`config.mk`:
```
export PLATFORM = sky130hd
export DESIGN_NAME = shift_rows_pipe
export DESIGN_NICKNAME = d
export VERILOG_FILES = /design/src/rtl/aes_pkg.sv /design/src/rtl/shift_rows_perm.sv /design/src/rtl/shift_rows_pipe.sv
export SDC_FILE = /design/constraint.sdc
export NUM_CORES = 1
export LEC_CHECK = 0
export ABC_CLOCK_PERIOD_IN_PS = 4000
export BUFFER_PORTS_ARGS = -buffer_cell sky130_fd_sc_hd__clkbuf_2
export CORE_ASPECT_RATIO = 1.75
export CORE_MARGIN = 2
export CORE_UTILIZATION = 43
export DETAILED_ROUTE_END_ITERATION = 7
export PLACE_DENSITY = 0.72
export SLEW_MARGIN = 10
export SYNTH_ARGS = -nofsm -noshare
export SYNTH_HDL_FRONTEND = slang
export SYNTH_SLANG_ARGS = --single-unit
```
`constraint.sdc`:
```
create_clock -name clk -period 4 [get_ports clk]
set_clock_uncertainty 0.1 [all_clocks]
set_input_delay 0.6 -clock clk [delete_from_list [all_inputs] [get_ports clk]]
set_output_delay 0.6 -clock clk [all_outputs]
set_load 0.02 [all_outputs]
```
`src/rtl/aes_pkg.sv`:
```
// Shared definitions for the ShiftRows datapath: mode encodings and
// per-block-width row rotation amounts.
package aes_pkg;

  typedef enum logic [1:0] {
    MODE_FWD  = 2'b00,
    MODE_INV  = 2'b01,
    MODE_PASS = 2'b10,
    MODE_RSVD = 2'b11
  } sr_mode_e;

  // Rijndael uses a wider rotation on rows 2 and 3 for 256-bit blocks.
  function automatic int row_off(input int nb, input int r);
    if (nb == 8 && r >= 2) return r + 1;
    return r;
  endfunction

  function automatic bit nb_legal(input int nb);
    return (nb == 4) || (nb == 6) || (nb == 8);
  endfunction

endpackage

```
`src/rtl/shift_rows_perm.sv`:
```
// Combinational ShiftRows byte permutation (forward, inverse or pass-through).
// Byte k sits at bits [8k:8k+7] counted from the MSB; byte index = 4*col + row.
module shift_rows_perm
  import aes_pkg::*;
#(
  parameter int NB = 4
) (
  input  logic [32*NB-1:0] data,
  input  logic [1:0]       mode,
  output logic [32*NB-1:0] result
);

  localparam int W = 32 * NB;

  for (genvar c = 0; c < NB; c++) begin : g_col
    for (genvar r = 0; r < 4; r++) begin : g_row
      localparam int DST = W - 8 - 8 * (4 * c + r);
      localparam int SRC_FWD = W - 8 - 8 * (4 * ((c + row_off(NB, r)) % NB) + r);
      localparam int SRC_INV = W - 8 - 8 * (4 * ((c - row_off(NB, r) + NB) % NB) + r);

      assign result[DST +: 8] = (mode == MODE_FWD) ? data[SRC_FWD +: 8] :
                                (mode == MODE_INV) ? data[SRC_INV +: 8] :
                                                     data[DST +: 8];
    end
  end

endmodule

```
`src/rtl/shift_rows_pipe.sv`:
```
// ShiftRows with valid/ready handshake and one or two register stages.
// The permutation sits ahead of stage 1; stage 2 is a plain skid-free copy.
module shift_rows_pipe
  import aes_pkg::*;
#(
  parameter int NB     = 4,
  parameter int STAGES = 1,
  parameter int TAG_W  = 4
) (
  input  logic               clk,
  input  logic               rst_n,
  input  logic               in_valid,
  output logic               in_ready,
  input  logic [32*NB-1:0]   in_data,
  input  logic [1:0]         in_mode,
  input  logic [TAG_W-1:0]   in_tag,
  output logic               out_valid,
  input  logic               out_ready,
  output logic [32*NB-1:0]   out_data,
  output logic [TAG_W-1:0]   out_tag,
  output logic               out_err,
  output logic               busy
);

  localparam int W = 32 * NB;

  if (!nb_legal(NB)) begin : g_bad_nb
    $error("shift_rows_pipe: NB must be 4, 6 or 8");
  end
  if (STAGES != 1 && STAGES != 2) begin : g_bad_stages
    $error("shift_rows_pipe: STAGES must be 1 or 2");
  end

  logic [W-1:0]     perm_data;
  logic             s1_valid;
  logic             s1_err;
  logic             s1_drain;
  logic [W-1:0]     s1_data;
  logic [TAG_W-1:0] s1_tag;

  shift_rows_perm #(.NB(NB)) u_perm (
    .data   (in_data),
    .mode   (in_mode),
    .result (perm_data)
  );

  // Depends only on registered state and out_ready, never on in_valid.
  assign in_ready = !s1_valid || s1_drain;

  always_ff @(posedge clk or negedge rst_n) begin
    if (!rst_n) begin
      s1_valid <= 1'b0;
      s1_err   <= 1'b0;
      s1_data  <= '0;
      s1_tag   <= '0;
    end else if (in_ready) begin
      s1_valid <= in_valid;
      if (in_valid) begin
        s1_data <= perm_data;
        s1_tag  <= in_tag;
        s1_err  <= (in_mode == MODE_RSVD);
      end
    end
  end

  if (STAGES == 1) begin : g_one
    assign s1_drain  = s1_valid && out_ready;
    assign out_valid = s1_valid;
    assign out_data  = s1_data;
    assign out_tag   = s1_tag;
    assign out_err   = s1_valid && s1_err;
    assign busy      = s1_valid;
  end else begin : g_two
    logic             s2_valid;
    logic             s2_err;
    logic             s2_ready;
    logic [W-1:0]     s2_data;
    logic [TAG_W-1:0] s2_tag;

    assign s2_ready = !s2_valid || out_ready;
    assign s1_drain = s1_valid && s2_ready;

    always_ff @(posedge clk or negedge rst_n) begin
      if (!rst_n) begin
        s2_valid <= 1'b0;
        s2_err   <= 1'b0;
        s2_data  <= '0;
        s2_tag   <= '0;
      end else if (s2_ready) begin
        s2_valid <= s1_valid;
        if (s1_valid) begin
          s2_data <= s1_data;
          s2_tag  <= s1_tag;
          s2_err  <= s1_err;
        end
      end
    end

    assign out_valid = s2_valid;
    assign out_data  = s2_data;
    assign out_tag   = s2_tag;
    assign out_err   = s2_valid && s2_err;
    assign busy      = s1_valid || s2_valid;
  end

endmodule
```
==> reports/summary.txt <==
Die X-Extent: 101 um
vias per cell: 5.31
final layout net count: 903
distinct cell type count after synthesis: 15
standard-cell rows: 61
clock buffer depth: 2
path type of the worst min-delay path: in -> async
sum of negative setup slack: 0 ns
Post-CTS Resized: 0
Port Buffer Count: 273
vias: 5,138
layout overhead on the synthesized area: 28.6%
dpl cells: 935
postcts setup bufs: 0
antenna cells: 0
multi-input logic area: 3370 sq um
CP Data Required Time: 4.20 ns
cell count after synthesis: 507
slowest stage delay, CP: 0.65 ns
largest net degree at the start of global routing: 77
Period Utilization, post-route: 0.588
Pwr Density: 491 nW/um^2
CTS tree: built
die area: 17,400 sq um
Final GP Congestion: 0.797
H-Tree Depth: 4
CP Cell Sequence: clkbuf_2 -> and2_4 -> buf_4 -> mux2_2
fmax: 0.425 GHz
I/O pin count: 274
Iteration-0 DRC Markers: 112
Non-Filler Instances: 967
Initial Utilization: 0.440
Final ANT Viol Nets: 0
Num Clock Sinks: 134
Peak VDD IR: 262 uV
Post-DP HPWL: 13.1 mm
Slew @ Worst Pin: 1.01 ns
fillers: 1,334
LEAKAGE: 4.34 nW
Yosys top cell by area: dfrtp_1
DIE HEIGHT: 173 um
RSZ-0062 raised after global routing: false
Setup Crit Path Kind: in -> reg
Async SR Flop Fraction: 1.00
final count of pins violating max slew: 0
first drt pass iteration count: 4
Ys Warns: 0
Post-Syn Nets: 645
Max Cap Viol: 0
Fin Hold WS: 0.0870 ns
Clock transition at path regs: 0.06 ns
number of flops mapped to enable cells by yosys: 0
core area: 16,000 sq um
Max FO, Critical Path: 36
Startpoint Class: primary input
WL per Instance: 18.3 um
Yosys reg bits: 134
aggregate global-route resource usage: 0.203
synth cell count leaders: mux2_2 (145), dfrtp_1 (134), a21oi_1 (64)
syn_area_per_cell: 13.9 sq um
Worst EP arrival: 2.55 ns
Sequential Area: 3350 sq um
final core occ: 0.566
most common cell in the netlist: mux2_2
cts bufs inserted: 17
first-pass GRT wire length: 27.8 mm
# setup viols final: 0
DRC: 0
Synth Flop Type: dfrtp_1
Tmin final: 2.35 ns
synthesized area: 7030 sq um
final hold violations: 0
hold_buf cts: 0
Synth top area share: 0.477
status: complete, no violations
vias in the first global route: 5,654
main area contributors after synthesis: dfrtp_1 (48%), mux2_2 (23%), mux2_1 (7.9%)
layout cells sized above 1: 0.632
root buf cell: clkbuf_16
antenna violations before repair: 0
final WL: 17.7 mm
Clock Latency Late Sink: 0.41 ns
CP endpoint kind: flop
Worst slew margin: 0.329
sequential cell area fraction in the yosys report: 0.477
slowest stage cell on the critical path: and2_4
GR Overflow Total: 0
==> kinds of logic (layout without fill, tap and decap cells) <==
group	count (synthesis)	count (layout)	share of synthesized area
AOI/OAI and AO/OA	65	65	0.0463
muxes	260	260	0.429
and+or+nand+nor	5	5	0.00445
DFF	134	134	0.477
buffers and inverters	43	314	0.0427
==> per-stage QoR <==
stage | cell area (sq um) | setup WS, ns | power, mW
floorplan | 7030 | 2.07 | 2.45
global placement | 8440 | 1.29 | 2.86
detailed placement | 8440 | 1.22 | 2.91
CTS | 9030 | 1.67 | 4.49
global route | 9030 | 1.55 | 4.63
finish | 9030 | 1.65 | 4.43
==> worst max-delay path, delay by kind of cell <==
family,cells,cell delay (ns)
muxes,1,0.38
and+or+nand+nor,1,0.65
buffers and inverters,2,0.91
==> cell usage in the layout, fill, tap and decap left out, types with 2 or more instances in the layout <==
| cell | instances |
|---|---|
| clkbuf_16 | 17 |
| buf_4 | 6 |
| inv_6 | 3 |
| mux2_4 | 34 |
| nand2b_1 | 2 |
| clkinv_4 | 4 |
| mux2_2 | 145 |
| clkbuf_2 | 271 |
| mux2i_1 | 32 |
| bufinv_16 | 2 |
| a21oi_1 | 64 |
| dfrtp_1 | 134 |
| buf_12 | 3 |
| mux2_1 | 49 |
| clkinvlp_4 | 3 |
==> power breakdown <==
part           leakage [nW]  internal [mW]  switching (mW)  total, mW
sequential             1.55           1.58           0.135       1.71
combinational          2.51          0.511           0.648       1.16
clock                 0.281          0.943           0.617       1.56
total                  4.34           3.03            1.40       4.43
==> flip-flops by register name, indices dropped and copies added (netlist names) <==
| signal | count |
|---|---|
| out_data | 128 |
| out_tag | 4 |
| busy | 1 |
| s1_err | 1 |
==> final cells by class <==
cell class              instances  share of cell area
multi-input cells             330               0.374
clock inverters                13              0.0165
repair buffers                281               0.163
inverters                       1            0.000416
clock buffers                  19              0.0490
well taps                     189              0.0262
flip-flops and latches        134               0.371
==> final timing paths <==
path / start / end / slack [ns] / cells after the start
max in group asynchronous: rst_n / out_data[85]$_DFFE_PN0P_ / 2.77 / 2
worst min register to register: out_data[98]$_DFFE_PN0P_ / out_data[98]$_DFFE_PN0P_ / 0.41 / 1
worst max-delay path: in_valid / out_data[122]$_DFFE_PN0P_ / 1.65 / 4
worst max register to register: busy$_DFFE_PN0P_ / out_data[122]$_DFFE_PN0P_ / 1.97 / 4
worst min-delay path: rst_n / out_data[122]$_DFFE_PN0P_ / 0.09 / 1
min in group clk: in_tag[3] / out_tag[3]$_DFFE_PN0P_ / 0.31 / 2
==> metal layers <==
layer,GRT usage,part of all wire,up-vias
li1,-,-,2358
met1,0.212,0.36,2557
met2,0.371,0.56,184
met3,0.0457,0.051,39
met4,0.0970,0.033,0
met5,0,0,-
(Power assumes the default switching activity.)
